<file path="src/rtl/loa_add_arbiter_pkg.sv">
// loa_pkg: shared constants and helpers for the loa_adder_* family
package loa_pkg;
  localparam int LOA_WIDTH = 32;
  localparam int LOA_APX   = 8;
  function automatic int idw(input int n);
    return (n > 1) ? $clog2(n) : 1;
  endfunction
endpackage

</file>
<file path="src/rtl/loa_add_arbiter_if.sv">
// loa_add_arbiter_if: requester bundle plus tagged response port
interface loa_add_arbiter_if #(parameter int NREQ = 4, parameter int WIDTH = loa_pkg::LOA_WIDTH);
  localparam int IDW = loa_pkg::idw(NREQ);
  logic [NREQ-1:0]       req_valid;
  logic [NREQ-1:0]       req_ready;
  logic [NREQ*WIDTH-1:0] req_a;
  logic [NREQ*WIDTH-1:0] req_b;
  logic [NREQ-1:0]       req_cin;
  logic [NREQ-1:0]       req_apx;
  logic                  rsp_valid;
  logic                  rsp_ready;
  logic [WIDTH-1:0]      rsp_sum;
  logic                  rsp_cout;
  logic [IDW-1:0]        rsp_id;
  modport slave (input req_valid, req_a, req_b, req_cin, req_apx, rsp_ready,
                 output req_ready, rsp_valid, rsp_sum, rsp_cout, rsp_id);
  modport master (output req_valid, req_a, req_b, req_cin, req_apx, rsp_ready,
                  input req_ready, rsp_valid, rsp_sum, rsp_cout, rsp_id);
endinterface

</file>
<file path="src/rtl/loa_add_arbiter_adder.sv">
// loa_adder_param: combinational lower-part-OR approximate adder with exact fallback
module loa_adder_param #(
  parameter int WIDTH = 32,
  parameter int APX   = 8
) (
  input  logic [WIDTH-1:0] a,
  input  logic [WIDTH-1:0] b,
  input  logic             cin,
  input  logic             apx,
  output logic [WIDTH-1:0] sum,
  output logic             cout
);
  logic [WIDTH:0] ex;
  assign ex = {1'b0, a} + {1'b0, b} + {{WIDTH{1'b0}}, cin};
  if (APX == 0) begin : g_exact
    assign {cout, sum} = ex;
  end else begin : g_loa
    // upper part is exact, seeded by the AND of the top approximate bits
    logic [WIDTH-APX:0] hi;
    assign hi = {1'b0, a[WIDTH-1:APX]} + {1'b0, b[WIDTH-1:APX]} + {{(WIDTH-APX){1'b0}}, a[APX-1] & b[APX-1]};
    assign {cout, sum} = apx ? {hi, a[APX-1:0] | b[APX-1:0]} : ex;
  end
endmodule

</file>
<file path="src/rtl/loa_add_arbiter.sv">
// loa_add_arbiter: round-robin sharing of one LOA adder with a 2-stage registered pipeline
module loa_add_arbiter
  import loa_pkg::*;
#(
  parameter int NREQ  = 4,
  parameter int WIDTH = LOA_WIDTH,
  parameter int APX   = LOA_APX
) (
  input logic clk,
  input logic rst,
  loa_add_arbiter_if.slave bus
);
  localparam int IDW = idw(NREQ);
  logic             s1_valid_q, s1_valid_d, s1_cin_q, s1_cin_d, s1_apx_q, s1_apx_d;
  logic [WIDTH-1:0] s1_a_q, s1_a_d, s1_b_q, s1_b_d;
  logic [IDW-1:0]   s1_id_q, s1_id_d, rr_ptr_q, rr_ptr_d, gnt_id;
  logic             rsp_valid_q, rsp_valid_d, rsp_cout_q, rsp_cout_d;
  logic [WIDTH-1:0] rsp_sum_q, rsp_sum_d, sum;
  logic [IDW-1:0]   rsp_id_q, rsp_id_d;
  logic             cout, gnt_found, xfer, s2_free, s1_adv, s1_free;
  loa_adder_param #(.WIDTH(WIDTH), .APX(APX)) u_add (
    .a(s1_a_q), .b(s1_b_q), .cin(s1_cin_q), .apx(s1_apx_q), .sum(sum), .cout(cout)
  );
  assign s2_free = !rsp_valid_q | bus.rsp_ready;
  assign s1_adv  = s1_valid_q & s2_free;
  assign s1_free = !s1_valid_q | s1_adv;
  assign xfer    = gnt_found & s1_free;
  assign bus.req_ready = xfer ? NREQ'(1) << gnt_id : '0;
  assign bus.rsp_valid = rsp_valid_q;
  assign bus.rsp_sum   = rsp_sum_q;
  assign bus.rsp_cout  = rsp_cout_q;
  assign bus.rsp_id    = rsp_id_q;
  // first valid requester at or after rr_ptr, wrapping
  always_comb begin
    gnt_found = 1'b0;
    gnt_id = '0;
    for (int k = 0; k < NREQ; k++) begin
      if (!gnt_found && bus.req_valid[(int'(rr_ptr_q) + k) % NREQ]) begin
        gnt_found = 1'b1;
        gnt_id = IDW'((int'(rr_ptr_q) + k) % NREQ);
      end
    end
  end
  // next state: capture on transfer, advance S1 into S2, drop response when consumed
  always_comb begin
    s1_valid_d  = xfer | (s1_valid_q & !s1_adv);
    s1_a_d      = xfer ? bus.req_a[gnt_id*WIDTH +: WIDTH] : s1_a_q;
    s1_b_d      = xfer ? bus.req_b[gnt_id*WIDTH +: WIDTH] : s1_b_q;
    s1_cin_d    = xfer ? bus.req_cin[gnt_id] : s1_cin_q;
    s1_apx_d    = xfer ? bus.req_apx[gnt_id] : s1_apx_q;
    s1_id_d     = xfer ? gnt_id : s1_id_q;
    rr_ptr_d    = xfer ? ((gnt_id == IDW'(NREQ - 1)) ? '0 : gnt_id + 1'b1) : rr_ptr_q;
    rsp_valid_d = s1_adv | (rsp_valid_q & !bus.rsp_ready);
    rsp_sum_d   = s1_adv ? sum : rsp_sum_q;
    rsp_cout_d  = s1_adv ? cout : rsp_cout_q;
    rsp_id_d    = s1_adv ? s1_id_q : rsp_id_q;
  end
  // state registers; reset drops any in-flight work
  always_ff @(posedge clk) begin
    if (rst) begin
      s1_valid_q  <= 1'b0;
      s1_a_q      <= '0;
      s1_b_q      <= '0;
      s1_cin_q    <= 1'b0;
      s1_apx_q    <= 1'b0;
      s1_id_q     <= '0;
      rr_ptr_q    <= '0;
      rsp_valid_q <= 1'b0;
      rsp_sum_q   <= '0;
      rsp_cout_q  <= 1'b0;
      rsp_id_q    <= '0;
    end else begin
      s1_valid_q  <= s1_valid_d;
      s1_a_q      <= s1_a_d;
      s1_b_q      <= s1_b_d;
      s1_cin_q    <= s1_cin_d;
      s1_apx_q    <= s1_apx_d;
      s1_id_q     <= s1_id_d;
      rr_ptr_q    <= rr_ptr_d;
      rsp_valid_q <= rsp_valid_d;
      rsp_sum_q   <= rsp_sum_d;
      rsp_cout_q  <= rsp_cout_d;
      rsp_id_q    <= rsp_id_d;
    end
  end
endmodule

</file>
<file path="src/flat_wrapper.sv">
// flat-port wrapper written by rule: the top's interface ports become plain ports
module loa_add_arbiter_flat import loa_pkg::*;
#(
  parameter int NREQ  = 4,
  parameter int WIDTH = LOA_WIDTH,
  parameter int APX   = LOA_APX
)
  (clk, rst, bus_req_valid, bus_req_a, bus_req_b, bus_req_cin, bus_req_apx, bus_rsp_ready, bus_req_ready, bus_rsp_valid, bus_rsp_sum, bus_rsp_cout, bus_rsp_id);
  loa_add_arbiter_if #(.NREQ(NREQ), .WIDTH(WIDTH)) bus_i ();
  input logic clk;
  input logic rst;
  input wire logic [$bits(bus_i.req_valid)-1:0] bus_req_valid;
  input wire logic [$bits(bus_i.req_a)-1:0] bus_req_a;
  input wire logic [$bits(bus_i.req_b)-1:0] bus_req_b;
  input wire logic [$bits(bus_i.req_cin)-1:0] bus_req_cin;
  input wire logic [$bits(bus_i.req_apx)-1:0] bus_req_apx;
  input wire logic [$bits(bus_i.rsp_ready)-1:0] bus_rsp_ready;
  output wire logic [$bits(bus_i.req_ready)-1:0] bus_req_ready;
  output wire logic [$bits(bus_i.rsp_valid)-1:0] bus_rsp_valid;
  output wire logic [$bits(bus_i.rsp_sum)-1:0] bus_rsp_sum;
  output wire logic [$bits(bus_i.rsp_cout)-1:0] bus_rsp_cout;
  output wire logic [$bits(bus_i.rsp_id)-1:0] bus_rsp_id;
  assign bus_i.req_valid = bus_req_valid;
  assign bus_i.req_a = bus_req_a;
  assign bus_i.req_b = bus_req_b;
  assign bus_i.req_cin = bus_req_cin;
  assign bus_i.req_apx = bus_req_apx;
  assign bus_i.rsp_ready = bus_rsp_ready;
  assign bus_req_ready = bus_i.req_ready;
  assign bus_rsp_valid = bus_i.rsp_valid;
  assign bus_rsp_sum = bus_i.rsp_sum;
  assign bus_rsp_cout = bus_i.rsp_cout;
  assign bus_rsp_id = bus_i.rsp_id;
  loa_add_arbiter #(.NREQ(NREQ), .WIDTH(WIDTH), .APX(APX)) u_core (.clk(clk), .rst(rst), .bus(bus_i));
endmodule
</file>
<file path="config.mk">
export PLATFORM = sky130hd
export DESIGN_NAME = loa_add_arbiter_flat
export DESIGN_NICKNAME = d
export VERILOG_FILES = /design/src/rtl/loa_add_arbiter_pkg.sv /design/src/rtl/loa_add_arbiter_if.sv /design/src/rtl/loa_add_arbiter_adder.sv /design/src/rtl/loa_add_arbiter.sv /design/src/flat_wrapper.sv
export SDC_FILE = /design/constraint.sdc
export NUM_CORES = 1
export LEC_CHECK = 0
export ABC_AREA = 1
export BUFFER_PORTS_ARGS = -buffer_cell sky130_fd_sc_hd__buf_4
export CAP_MARGIN = 10
export CORE_ASPECT_RATIO = 0.75
export CORE_MARGIN = 4
export CORE_UTILIZATION = 30
export CTS_BUF_LIST = sky130_fd_sc_hd__clkbuf_8
export DETAILED_ROUTE_END_ITERATION = 6
export PLACE_DENSITY = 0.6
export SYNTH_ARGS = -nofsm -noshare
export SYNTH_HDL_FRONTEND = slang
export SYNTH_SLANG_ARGS = --single-unit
</file>
<file path="constraint.sdc">
create_clock -name clk -period 3.85 [get_ports clk]
set_input_delay 0 -clock clk [delete_from_list [all_inputs] [get_ports clk]]
set_output_delay 0 -clock clk [all_outputs]
set_load 0.02 [all_outputs]
</file>
==> flow_summary.toml <==
[outcome]
outcome = "complete, no violations"

[placed_design]
dp.cells = 2502
post_dp_hpwl_mm = 32.72
port-buffer-count = 310
dpl-instance-area_sq_um = 12550
gp_routability_congestion = 0.9143

[grt]
global_route.usage.total_pct = 22.27
groute.layer.met1.usage_pct = 33.12
grt_overflow = 0
antenna_found_initial = 0
global_route_wire_length_before_repair_mm = 64.98
most_used_routing_layer_in_global_routing = "met2"
gr-usage-met3_pct = 3.000
gr-usage-met2_pct = 35.26
grt_max_degree = 98
via_count_of_the_first_global_routing_pass = 11550

[route]
detailedRoute.firstIterationViolations = 893
drt-total-wl_mm = 41.76
vias = 12160
route.detailed.wl_per_inst_microns = 16.33
via_per_inst = 4.756
drt_drc_violations_left = 0
drtAntennaViolNets = 0
dr.pass1.iters = 7

[timing]
final.setup.tns_ns = 0
final-max-slew-violation-count = 0
max_freq_ghz = 0.2881
rsz0062_at_grt = "no"
fin_crit_ns = 3.471
final.period_utilization_pct = 90.15
final_setup_skew_ns = 0.01523
worst-slew-pin-transition_ns = 1.032
setup_viol = 0
timing.max_slew.rel_slack_pct = 29.39
timing_hold_violations_final = 0

[synth]
synth-warning-count = 0
synthArstFlopShare_pct = 0
synthMostInstantiatedCell = "sky130_fd_sc_hd__nand2_1"
synth_edf_count = 0
synth_top_flop_cell = "sky130_fd_sc_hd__dfxtp_1"
post_synth_main_area_contributors = "sky130_fd_sc_hd__dfxtp_1 (21%), sky130_fd_sc_hd__nand2_1 (20%), sky130_fd_sc_hd__inv_1 (12%)"
post_synth_num_cell_types = 34
number_of_register_bits_inferred_by_synthesis = 107
synthDominantCellAreaShare_pct = 21.46
syn-instance-count = 1828
synthDominantAreaCellType = "sky130_fd_sc_hd__dfxtp_1"
synth.top_cells.by_count = "sky130_fd_sc_hd__nand2_1 (538), sky130_fd_sc_hd__inv_1 (317), sky130_fd_sc_hd__nor2_1 (261), sky130_fd_sc_hd__nand3_1 (168), sky130_fd_sc_hd__dfxtp_1 (107)"
syn_avg_cell_area_sq_um = 5.459
netlist_area_sq_um = 9980
synth_sequential_area_ratio_pct = 21.46
syn_nets = 2146

[power_and_ir_drop]
powerDensity_nw_per_um2 = 812.9
ir_drop_mv = 0.5977
netSwitchingFraction_pct = 57.72
p_leak_uw = 0.007618
clock_power_share_pct = 7.1
internal_power_uw = 4524
power_switching_uw = 6175
seq_power_share_pct = 17.8
pwr-share-comb_pct = 75.0

[cells_and_area]
final_net_count = 2429
post-route-cell-area_sq_um = 13160
syn_to_final_growth_pct = 31.90
num_antenna_cells = 0
final-instance-count-excl-fill = 2557
num-fill-cells = 3597
drive_gt1_share_pct = 17.21

[worst_setup_path]
required_time_at_the_worst_slack_endpoint_ns = 4.16
cp.arrival_ns = 3.78
critPathCaptureType = "register"
setup_crit_path_kind = "register to register"
path_max_fanout = 37
startpoint_type = "register"
critical_path.reg2reg.startpoint = "u_core.rr_ptr_q[0]"
timing.critical_path.from = "u_core.rr_ptr_q[0]"

[cts]
max-clock-path-buffers = 2
numClockSinks = 107
tritoncts.num_buffers = 9
post_cts.repair.setup_buffers = 0
cts.clk_slew.worst_paths_ns = 0.12
clk-insertion-delay-late_ns = 0.40
cts_tree = "yes"
cts_root_buffer = "sky130_fd_sc_hd__clkbuf_8"
htree_levels = 3

[worst_hold_path]
worstHoldPathType = "input port to register"
hold_path_startpoint = "bus_req_a[18]"

[floorplanning]
coreArea_sq_um = 32590
die_width_microns = 218.6
initial_util_pct = 30.62
die-height_microns = 166.0
rows = 57
die-area_sq_um = 36280
io_pins = 311

[job]
maxCapViolations = 0
[layer usage]
metal | share of wire [%] | wire length [microns]
met5 | 0 | 0
met4 | 0.74 | 308
met3 | 5.2 | 2178
met2 | 44 | 18550
met1 | 50 | 20720
[cells by family after synthesis]
family | after synthesis | share of synthesized area (%)
buf+inv | 422 | 17.11
simple gates | 1091 | 46.34
compound gates | 151 | 8.012
xor+xnor | 10 | 0.8776
flops | 107 | 21.46
fa+ha+maj | 47 | 6.194
[placed cells by master, fill, tap and decap left out, drive strengths merged]
master	count
nand2	541
buf	331
inv	324
nor2	262
nand3	170
dfxtp	107
nand4	103
a21oi	73
o21ai	61
ha	43
dlygate4sd3	40
nor3	10
clkbuf	9
xor2	6
o211ai	5
o21bai	4
xnor2	4
fa	4
clkinv	4
or2	3
o21a	3
a211oi	2
a21o	1
a21boi	1
nand3b	1
and3	1
a2111oi	1
bufinv	1
[cell type report]
| class | instances | area, sq um | area share [%] |
|---|---|---|---|
| clock buffer | 9 | 123.9 | 0.9411 |
| tap | 442 | 553.0 | 4.202 |
| clock inverter | 6 | 83.83 | 0.6369 |
| sequential | 107 | 2142 | 16.27 |
| inverter | 323 | 1214 | 9.221 |
| timing repair buffer | 371 | 2885 | 21.92 |
| multi-input combinational | 1299 | 6161 | 46.81 |
[repair_timing]
item	in CTS	in global routing
gates resized for setup	0	1
endpoints found under the hold margin	24	0
setup endpoints to repair	0	1
hold buffers	40	0
[worst max-delay path, cell delays in order (launching register included)]
cell                            delay, ns
sky130_fd_sc_hd__dfxtp_1             0.58
sky130_fd_sc_hd__inv_2               0.18
sky130_fd_sc_hd__nand2_1             0.13
sky130_fd_sc_hd__nand3_1             0.09
sky130_fd_sc_hd__nand2_1             0.16
sky130_fd_sc_hd__inv_2               0.07
sky130_fd_sc_hd__nand2_1             0.11
sky130_fd_sc_hd__nand2_4             0.28
sky130_fd_sc_hd__nand3_4             0.17
sky130_fd_sc_hd__clkinv_2            0.47
sky130_fd_sc_hd__nand2_1             0.26
sky130_fd_sc_hd__nand2_1             0.09
sky130_fd_sc_hd__nand2_1             0.06
sky130_fd_sc_hd__nand3_1             0.06
sky130_fd_sc_hd__dlygate4sd3_1       0.56
sky130_fd_sc_hd__nand2_1             0.06
sky130_fd_sc_hd__inv_1               0.03
[per-stage QoR]
step                hold slack, ns  total power (uW)  util, %  worst slack, ns
finish                     0.01957             10700    40.39           0.3791
global route               0.02948             11840    40.39          0.03024
CTS                      0.0007814             10770    40.38           0.2827
detailed placement          0.3312              9779    38.52           0.7524
global placement            0.3157              9744    38.52           0.7858
floorplan                   0.2032              7457        -            1.657
[flip-flops by register name, indices dropped and copies added (netlist names)]
signal / count
u_core.bus.rsp_id: 2
u_core.s1_valid_q: 1
u_core.bus.rsp_cout: 1
u_core.s1_a_q: 32
u_core.rr_ptr_q: 2
u_core.s1_id_q: 2
u_core.bus.rsp_valid: 1
u_core.s1_b_q: 32
u_core.bus.rsp_sum: 32
u_core.s1_apx_q: 1
u_core.s1_cin_q: 1
[power groups by stage]
stage | logic (uW) | registers [uW] | clock network, uW
5_1_grt | 9070 | 1950 | 827
3_3_place_gp | 7810 | 1940 | 0
4_1_cts | 8050 | 1910 | 798
6_report | 8030 | 1910 | 762
3_5_place_dp | 7840 | 1940 | 0
2_1_floorplan | 5570 | 1880 | 0
[worst paths after layout]
path,slack (ns),end,cells after the start
max,0.38,u_core.s1_b_q[14],16
min,0.02,u_core.s1_a_q[18],7
max reg2reg,0.38,u_core.s1_b_q[14],16
min reg2reg,0.48,u_core.bus.rsp_sum[9],2
(Power assumes the default switching activity.)
